### config.mk
export PLATFORM = sky130hd
export DESIGN_NAME = mux4_rr_arbiter
export DESIGN_NICKNAME = d
export VERILOG_FILES = /design/src/rtl/mux4_rr_arbiter.sv
export SDC_FILE = /design/constraint.sdc
export NUM_CORES = 1
export LEC_CHECK = 0
export ABC_AREA = 1
export CORE_AREA = 2 2 55 57
export CTS_CLUSTER_SIZE = 40
export DETAILED_ROUTE_END_ITERATION = 10
export DIE_AREA = 0 0 57 59
export PLACE_DENSITY_LB_ADDON = 0.12
export SETUP_SLACK_MARGIN = 0.05
export SYNTH_ARGS = -nofsm -noshare
export SYNTH_HDL_FRONTEND = slang
export SYNTH_SLANG_ARGS = --single-unit
### constraint.sdc
create_clock -name clk -period 1.75 [get_ports clk]
set_input_delay 0.35 -clock clk [delete_from_list [all_inputs] [get_ports clk]]
set_output_delay 0.35 -clock clk [all_outputs]
set_load 0.01 [all_outputs]
### src/rtl/mux4_rr_arbiter.sv
`default_nettype none
// ============================================================================
// Module     : mux4_rr_arbiter
// Description: Round-robin arbiter/sequencer for a shared 4:1 data mux.
//              Grants one requester at a time, drives the mux select
//              (s1,s0), presents the selected word on a valid/ready port and
//              limits each grant to MAX_BURST accepted beats, followed by one
//              IDLE bubble cycle.
//              Optional feature macro: MUX4_ARB_FIXED_PRIO_EN
//              (lowest-numbered requester always wins instead of rotating).
// Revision   : 1.0 - initial release
// ============================================================================
module mux4_rr_arbiter #(
  parameter int DATA_W    = 8,
  parameter int MAX_BURST = 4
) (
  input  logic              clk,
  input  logic              rst,
  input  logic [3:0]        req,
  input  logic [DATA_W-1:0] din0,
  input  logic [DATA_W-1:0] din1,
  input  logic [DATA_W-1:0] din2,
  input  logic [DATA_W-1:0] din3,
  output logic [3:0]        gnt,
  output logic              s1,
  output logic              s0,
  output logic [DATA_W-1:0] dout,
  output logic              dout_valid,
  input  logic              dout_ready
);

  typedef enum logic [0:0] {
    IDLE = 1'b0,
    BUSY = 1'b1
  } state_t;

  // Count value of the final beat allowed in one grant.
  localparam logic [3:0] c_last_beat = 4'(MAX_BURST - 1);

  state_t     r_state;
  logic [3:0] r_gnt;
  logic [1:0] r_sel;
  logic [1:0] r_last;
  logic [3:0] r_count;

  state_t     w_nxt_state;
  logic [3:0] w_nxt_gnt;
  logic [1:0] w_nxt_sel;
  logic [1:0] w_nxt_last;
  logic [3:0] w_nxt_count;
  logic [1:0] w_pick;
  logic       w_accept;

  assign gnt = r_gnt;
  assign s1  = r_sel[1];
  assign s0  = r_sel[0];

  // Mux is unqualified: dout follows the select regardless of valid.
  assign dout = r_sel[1] ? (r_sel[0] ? din3 : din2)
                         : (r_sel[0] ? din1 : din0);

  assign dout_valid = (r_state == BUSY) && req[r_sel];
  assign w_accept   = dout_valid && dout_ready;

`ifdef MUX4_ARB_FIXED_PRIO_EN
  // Fixed priority: scan from high to low so channel 0 ends up winning.
  always_comb begin
    w_pick = 2'd0;
    for (int i = 3; i >= 0; i--) begin
      if (req[i]) w_pick = 2'(i);
    end
  end
`else
  // Round robin: scan offsets last+4 .. last+1 so the nearest one after the
  // last winner overrides the others.
  always_comb begin
    w_pick = r_last + 2'd1;
    for (int i = 4; i >= 1; i--) begin
      if (req[r_last + 2'(i)]) w_pick = r_last + 2'(i);
    end
  end
`endif

  // Next-state and next-register computation for the IDLE/BUSY sequencer.
  always_comb begin
    w_nxt_state = r_state;
    w_nxt_gnt   = r_gnt;
    w_nxt_sel   = r_sel;
    w_nxt_last  = r_last;
    w_nxt_count = r_count;
    case (r_state)
      IDLE: begin
        if (|req) begin
          w_nxt_state = BUSY;
          w_nxt_gnt   = 4'b0001 << w_pick;
          w_nxt_sel   = w_pick;
          w_nxt_last  = w_pick;
          w_nxt_count = 4'd0;
        end
      end
      BUSY: begin
        if (w_accept) begin
          // The final beat is not counted past c_last_beat; the grant ends.
          if (r_count == c_last_beat) begin
            w_nxt_state = IDLE;
            w_nxt_gnt   = 4'd0;
            w_nxt_count = 4'd0;
          end else begin
            w_nxt_count = r_count + 4'd1;
          end
        end else if (!req[r_sel]) begin
          // Requester withdrew; select is left where it was.
          w_nxt_state = IDLE;
          w_nxt_gnt   = 4'd0;
          w_nxt_count = 4'd0;
        end
      end
      default: begin
        w_nxt_state = IDLE;
        w_nxt_gnt   = 4'd0;
      end
    endcase
  end

  // State and output registers; pointer resets to 3 so channel 0 wins first.
  always_ff @(posedge clk or posedge rst) begin
    if (rst) begin
      r_state <= IDLE;
      r_gnt   <= 4'd0;
      r_sel   <= 2'd0;
      r_last  <= 2'd3;
      r_count <= 4'd0;
    end else begin
      r_state <= w_nxt_state;
      r_gnt   <= w_nxt_gnt;
      r_sel   <= w_nxt_sel;
      r_last  <= w_nxt_last;
      r_count <= w_nxt_count;
    end
  end

endmodule
`default_nettype wire
* Word level (Yosys, flattened, before mapping)
Index checks and enable logic that the tools add are counted.
** Cells by class
- Add/subtract/negate cells :: 4
- Multipliers :: 0
- Div/mod/pow operators :: 0
- $lt $le $gt $ge :: 5
- Eq/ne operators :: 4
- Shift operators :: 1
- Muxes and demuxes :: 31
- Bitwise logic cells :: 1
- Reductions and logical operators :: 6
** Operators with widths (number)
- 2-to-1 mux 4 bit :: 7
- 2-to-1 mux 8 bit :: 3
- one-hot mux 4 bit (2 select lines) :: 2
- < comparator 2 x 3 -> 1 bit, second input constant :: 5
- binary-select mux 1 bit (select 2 bit) :: 5
- 2-to-1 mux 1 bit :: 9
- 2-to-1 mux 2 bit :: 4
- adder 2 bit, second input constant :: 2
- adder 4 x 1 -> 4 bit, second input constant :: 1
- equality test 4 x 2 -> 1 bit, second input constant :: 1
- AND reduction 2 bit :: 2
- OR reduction 4 bit :: 1
- << shifter 1 x 2 -> 4 bit, first input constant :: 1
- inequality test 3 x 2 -> 1 bit, second input constant :: 1
- inequality test 3 bit, second input constant :: 1
- AND reduction 3 bit :: 1
- adder 2 x 1 -> 2 bit, second input constant :: 1
- logical AND 1 bit :: 2
- inequality test 2 bit, second input constant :: 1
- one-hot mux 1 bit (2 select lines) :: 1
- inverter 1 bit :: 1
** Storage, ports and cells
- Bits in registers :: 13
- Bits in latches :: 0
- RAM bits :: 0
- ROM bits :: 0
- Input bits :: 39
- Output and inout port bits :: 15
- Logic and storage cells :: 57
- Memories :: 0

* Depth between registers and ports, before layout
- Depth in word-level cells :: 9
- Depth in mapped cells :: 12
- Mapped depth without buffers :: 11

* Least setup slack after synthesis
Ideal clock, no wire load.
- Kind :: register to output
- From :: reg r_sel[0]
- To :: out dout[5]
- Data arrival time :: 1197 ps
- Data required time :: 1400 ps
- Path slack :: 203 ps
- Cell stages (with the launch flop) :: 6
- Path buffers :: 2
- Path through :: dfrtp_1 > buf_6 > inv_4 > clkbuf_1 > o21ai_0 > o22ai_1
** Between the ends
- Longest elaborated chain between the ends :: 2
- Elaborated cells on any way between the ends :: 3
- Classes of those cells :: mux (3)
** RTL lines
- start, declared :: RTL line 42 : logic [1:0] r_sel;
- start signal, assigned :: RTL line 136 : r_sel <= w_nxt_sel;
- 2-to-1 mux 8 bit (on tied branches) :: RTL line 60, 59
- 2-to-1 mux 8 bit * :: RTL line 59 : assign dout = r_sel[1] ? (r_sel[0] ? din3 : din2)
- end, declared :: RTL line 27 : output logic [DATA_W-1:0] dout,
Mark *: on every way between the ends. The rest lies on a longest branch, timed or not.

* Final worst setup path
- From :: reg r_sel[0]
- To :: out dout_valid
** Between the ends
- Longest elaborated chain between the ends :: 3
** RTL lines
- binary-select mux 1 bit (select 2 bit) :: RTL line 62 : assign dout_valid = (r_state == BUSY) && req[r_sel];
- 2-to-1 mux 1 bit (implied by the code) :: RTL line 62
- logical AND 1 bit :: RTL line 62
- end, declared :: RTL line 28 : output logic dout_valid,
No other way between the ends. The select of a mux whose other input is x is not followed.

==> results.sh <==
export IMPL_async_flop_share=1.000
export IMPL_ys_types=26
export IMPL_end_kind="output pin"
export IMPL_comb_power_share=0.762
export IMPL_area_growth_pct=77.10
export IMPL_p_per_area_nw_per_um2=1623
export IMPL_hold_violations=0
export IMPL_ys_ff_latch=13
export IMPL_seqPwrFrac=0.176
export IMPL_avgSynthCellArea_sq_um=6.375
export IMPL_vias=1378
export IMPL_grt_max_degree=17
export IMPL_drt_first_pass_iters=6
export IMPL_critPathArrivalTime_ns=1.39
export IMPL_gr_usage_all_layers=0.2003
export IMPL_switching_power_mw=1.476
export IMPL_rows=19
export IMPL_clock_power_share=0.062
export IMPL_synth_yosys_seq_area_share=0.3061
export IMPL_criticalPathCategory="flip-flop to output pin"
export IMPL_cts_max_path_buffers=2
export IMPL_ctsHoldBuffers=0
export IMPL_critical_path_max_fanout=5
export IMPL_clockRootBuffer="clkbuf_4"
export IMPL_first_iter_violations=67
export IMPL_initial_core_util=0.3952
export IMPL_startpoint_type="flip-flop"
export IMPL_htree_levels=1
export IMPL_place_congestion=0.7838
export IMPL_swShare=0.4793
export IMPL_syn_area_sq_um=1071
export IMPL_min_period_ns=1.736
export IMPL_numCtsBuffers=3
export IMPL_grt_overflow=0
export IMPL_post_drt_wl_per_cell_um=12.64
export IMPL_rsz0062_at_grt="true"
export IMPL_p_int_mw=1.603
export IMPL_hp_class="input port to asynchronous set/reset pin"
export IMPL_io_buffers=53
export IMPL_fin_util=0.6999
export IMPL_max_slew_worst_pin_slew_ns=0.4816
export IMPL_syn_inst=168
export IMPL_setup_violations=0
export IMPL_max_freq_mhz=575.9
export IMPL_drive_gt1_frac=0.2881
export IMPL_grt_pass1_wl_um=5347
export IMPL_detail_route_antenna_nets=0
export IMPL_die_w_um=57
export IMPL_dp_hpwl_um=2557
export IMPL_clock_sinks=13
export IMPL_fin_crit_sh=0.9922
export IMPL_finalPower_mw=3.079
export IMPL_antenna_found_initial=0
export IMPL_core_area_sq_um=2710
export IMPL_critPathRequiredTime_ns=1.40
export IMPL_synth_edff_count=0
export IMPL_stdcell_area_sq_um=1897
export IMPL_clk_pin_slew_ns=0.08
export IMPL_syn_nets=208
export IMPL_die_area_sq_um=3363
export IMPL_synth_main_ff_cell="dfrtp_1"
export IMPL_status="finished clean"
export IMPL_relSlewSlack=0.6786
export IMPL_drv_cap=0
export IMPL_finalClockSkew_ns=0.003273
export IMPL_leakagePower_nw=0.9426
export IMPL_ioPinCount=54
export IMPL_grt_pass1_vias=1236
export IMPL_cts_tree="done"
export IMPL_irDropWorstVdd_v=0.001169
export IMPL_die_height_um=59
export IMPL_ys_warn_count=0
export IMPL_finalMaxSlewViolations=0
export IMPL_nets=284
export IMPL_wl_um=3464
export IMPL_antenna_cells=0
export IMPL_drc=0
export IMPL_dpl_cell_area_sq_um=1745
export IMPL_vias_per_cell=5.029
export IMPL_worstSkewPairLatency_ns=0.28
## layer usage
metal,vias to the layer above,track usage,part of all wire
li1,703,-,-
met1,629,0.2613,0.45
met3,5,0.03057,0.048
met5,-,0,0
met2,41,0.3415,0.49
met4,0,0.06645,0.010
## cell families after synthesis
logic type	share of synthesized area
AOI/OAI and AO/OA	0.2068
muxes	0.009346
and+or+nand+nor	0.3365
DFF	0.3061
buffers and inverters	0.1133
xor gates and xnor gates	0.01636
adders and majority gates	0.01168
## final timing paths
path | cells after the start | startpoint | end | slack [ns]
setup / recovery | 5 | r_sel[0]$_DFFE_PP0P_ | dout_valid | 0.01
hold / removal | 2 | rst | r_count[1]$_DFFE_PP0P_ | 0.38
setup reg to reg | 11 | r_last[0]$_DFFE_PP1P_ | r_sel[0]$_DFFE_PP0P_ | 0.10
hold reg to reg | 2 | gnt[1]$_DFFE_PP0P_ | gnt[1]$_DFFE_PP0P_ | 0.48
max in group asynchronous | 2 | rst | r_sel[0]$_DFFE_PP0P_ | 1.01
min in group clk | 2 | gnt[1]$_DFFE_PP0P_ | gnt[1]$_DFFE_PP0P_ | 0.48
## registers in the layout, indices dropped and copies added (netlist names)
name	count
r_sel	2
gnt	4
r_count	4
r_state	1
r_last	2
## what timing repair did
| item | CTS | global route |
|---|---|---|
| setup buffers | 2 | 4 |
| setup endpoints to repair | 11 | 17 |
| pin swaps | 0 | 11 |
| gates cloned | 0 | 1 |
| resized for setup | 48 | 28 |
## metrics by stage
| step | cells | setup WS (ns) | hold WS, ns | setup TNS [ns] |
|---|---|---|---|---|
| 2_1_floorplan | 168 | 0.2034 | 0.2255 | 0 |
| 5_1_grt | 274 | -0.04864 | 0.4567 | -0.2205 |
| 3_5_place_dp | 263 | -0.4428 | 0.4667 | -3.435 |
| 6_report | 274 | 0.01368 | 0.3829 | 0 |
| 3_3_place_gp | 263 | -0.4403 | 0.4641 | -2.663 |
| 4_1_cts | 269 | -0.03576 | 0.4044 | -0.03576 |
## cells in the final DEF (no fill, tap or decap), types with 7 or more instances in the layout
cell,Yosys,layout
nand2_1,52,41
clkdlybuf4s50_1,0,39
nor2_1,17,17
buf_4,1,17
o21ai_0,22,16
inv_1,17,15
nand2_2,2,13
o22ai_1,10,10
dfrtp_1,11,10
buf_2,0,9
nand3_2,1,7
## power groups by stage
| stage | clock (mW) | sequential, mW | combinational [mW] |
|---|---|---|---|
| 2_1_floorplan | 0 | 0.502 | 1.24 |
| 3_3_place_gp | 0 | 0.531 | 2.08 |
| 3_5_place_dp | 0 | 0.537 | 2.12 |
| 4_1_cts | 0.198 | 0.532 | 2.04 |
| 5_1_grt | 0.207 | 0.561 | 2.58 |
| 6_report | 0.191 | 0.543 | 2.35 |
## layout make-up
class                           instances  area (sq um)
Fill cell                             231         813.3
Timing Repair Buffer                   76         716.9
Multi-Input combinational cell        129         698.2
Sequential cell                        13         329.1
Inverter                               21         87.58
Tap cell                               31         38.79
Clock buffer                            4         26.28
## synth_stat cells (2+ instances only)
library cell / instances / area share
o21ai_1: 2 / 0.0093
dfstp_2: 2 / 0.049
dfrtp_1: 11 / 0.26
nand2_1: 52 / 0.18
inv_2: 2 / 0.0070
a21oi_2: 2 / 0.016
o22ai_1: 10 / 0.058
inv_1: 17 / 0.060
nand3_1: 12 / 0.056
nand2_2: 2 / 0.012
o21ai_0: 22 / 0.10
nor2_1: 17 / 0.060
nand4_1: 3 / 0.018
clkbuf_1: 2 / 0.0070
## worst max-delay path, stage by stage (launching register included)
cell	delay, ns
dfrtp_2	0.43
inv_4	0.08
a21oi_2	0.16
o21ai_2	0.09
a21oi_4	0.18
buf_2	0.15
Note: power is estimated with default switching activity, not from simulation.
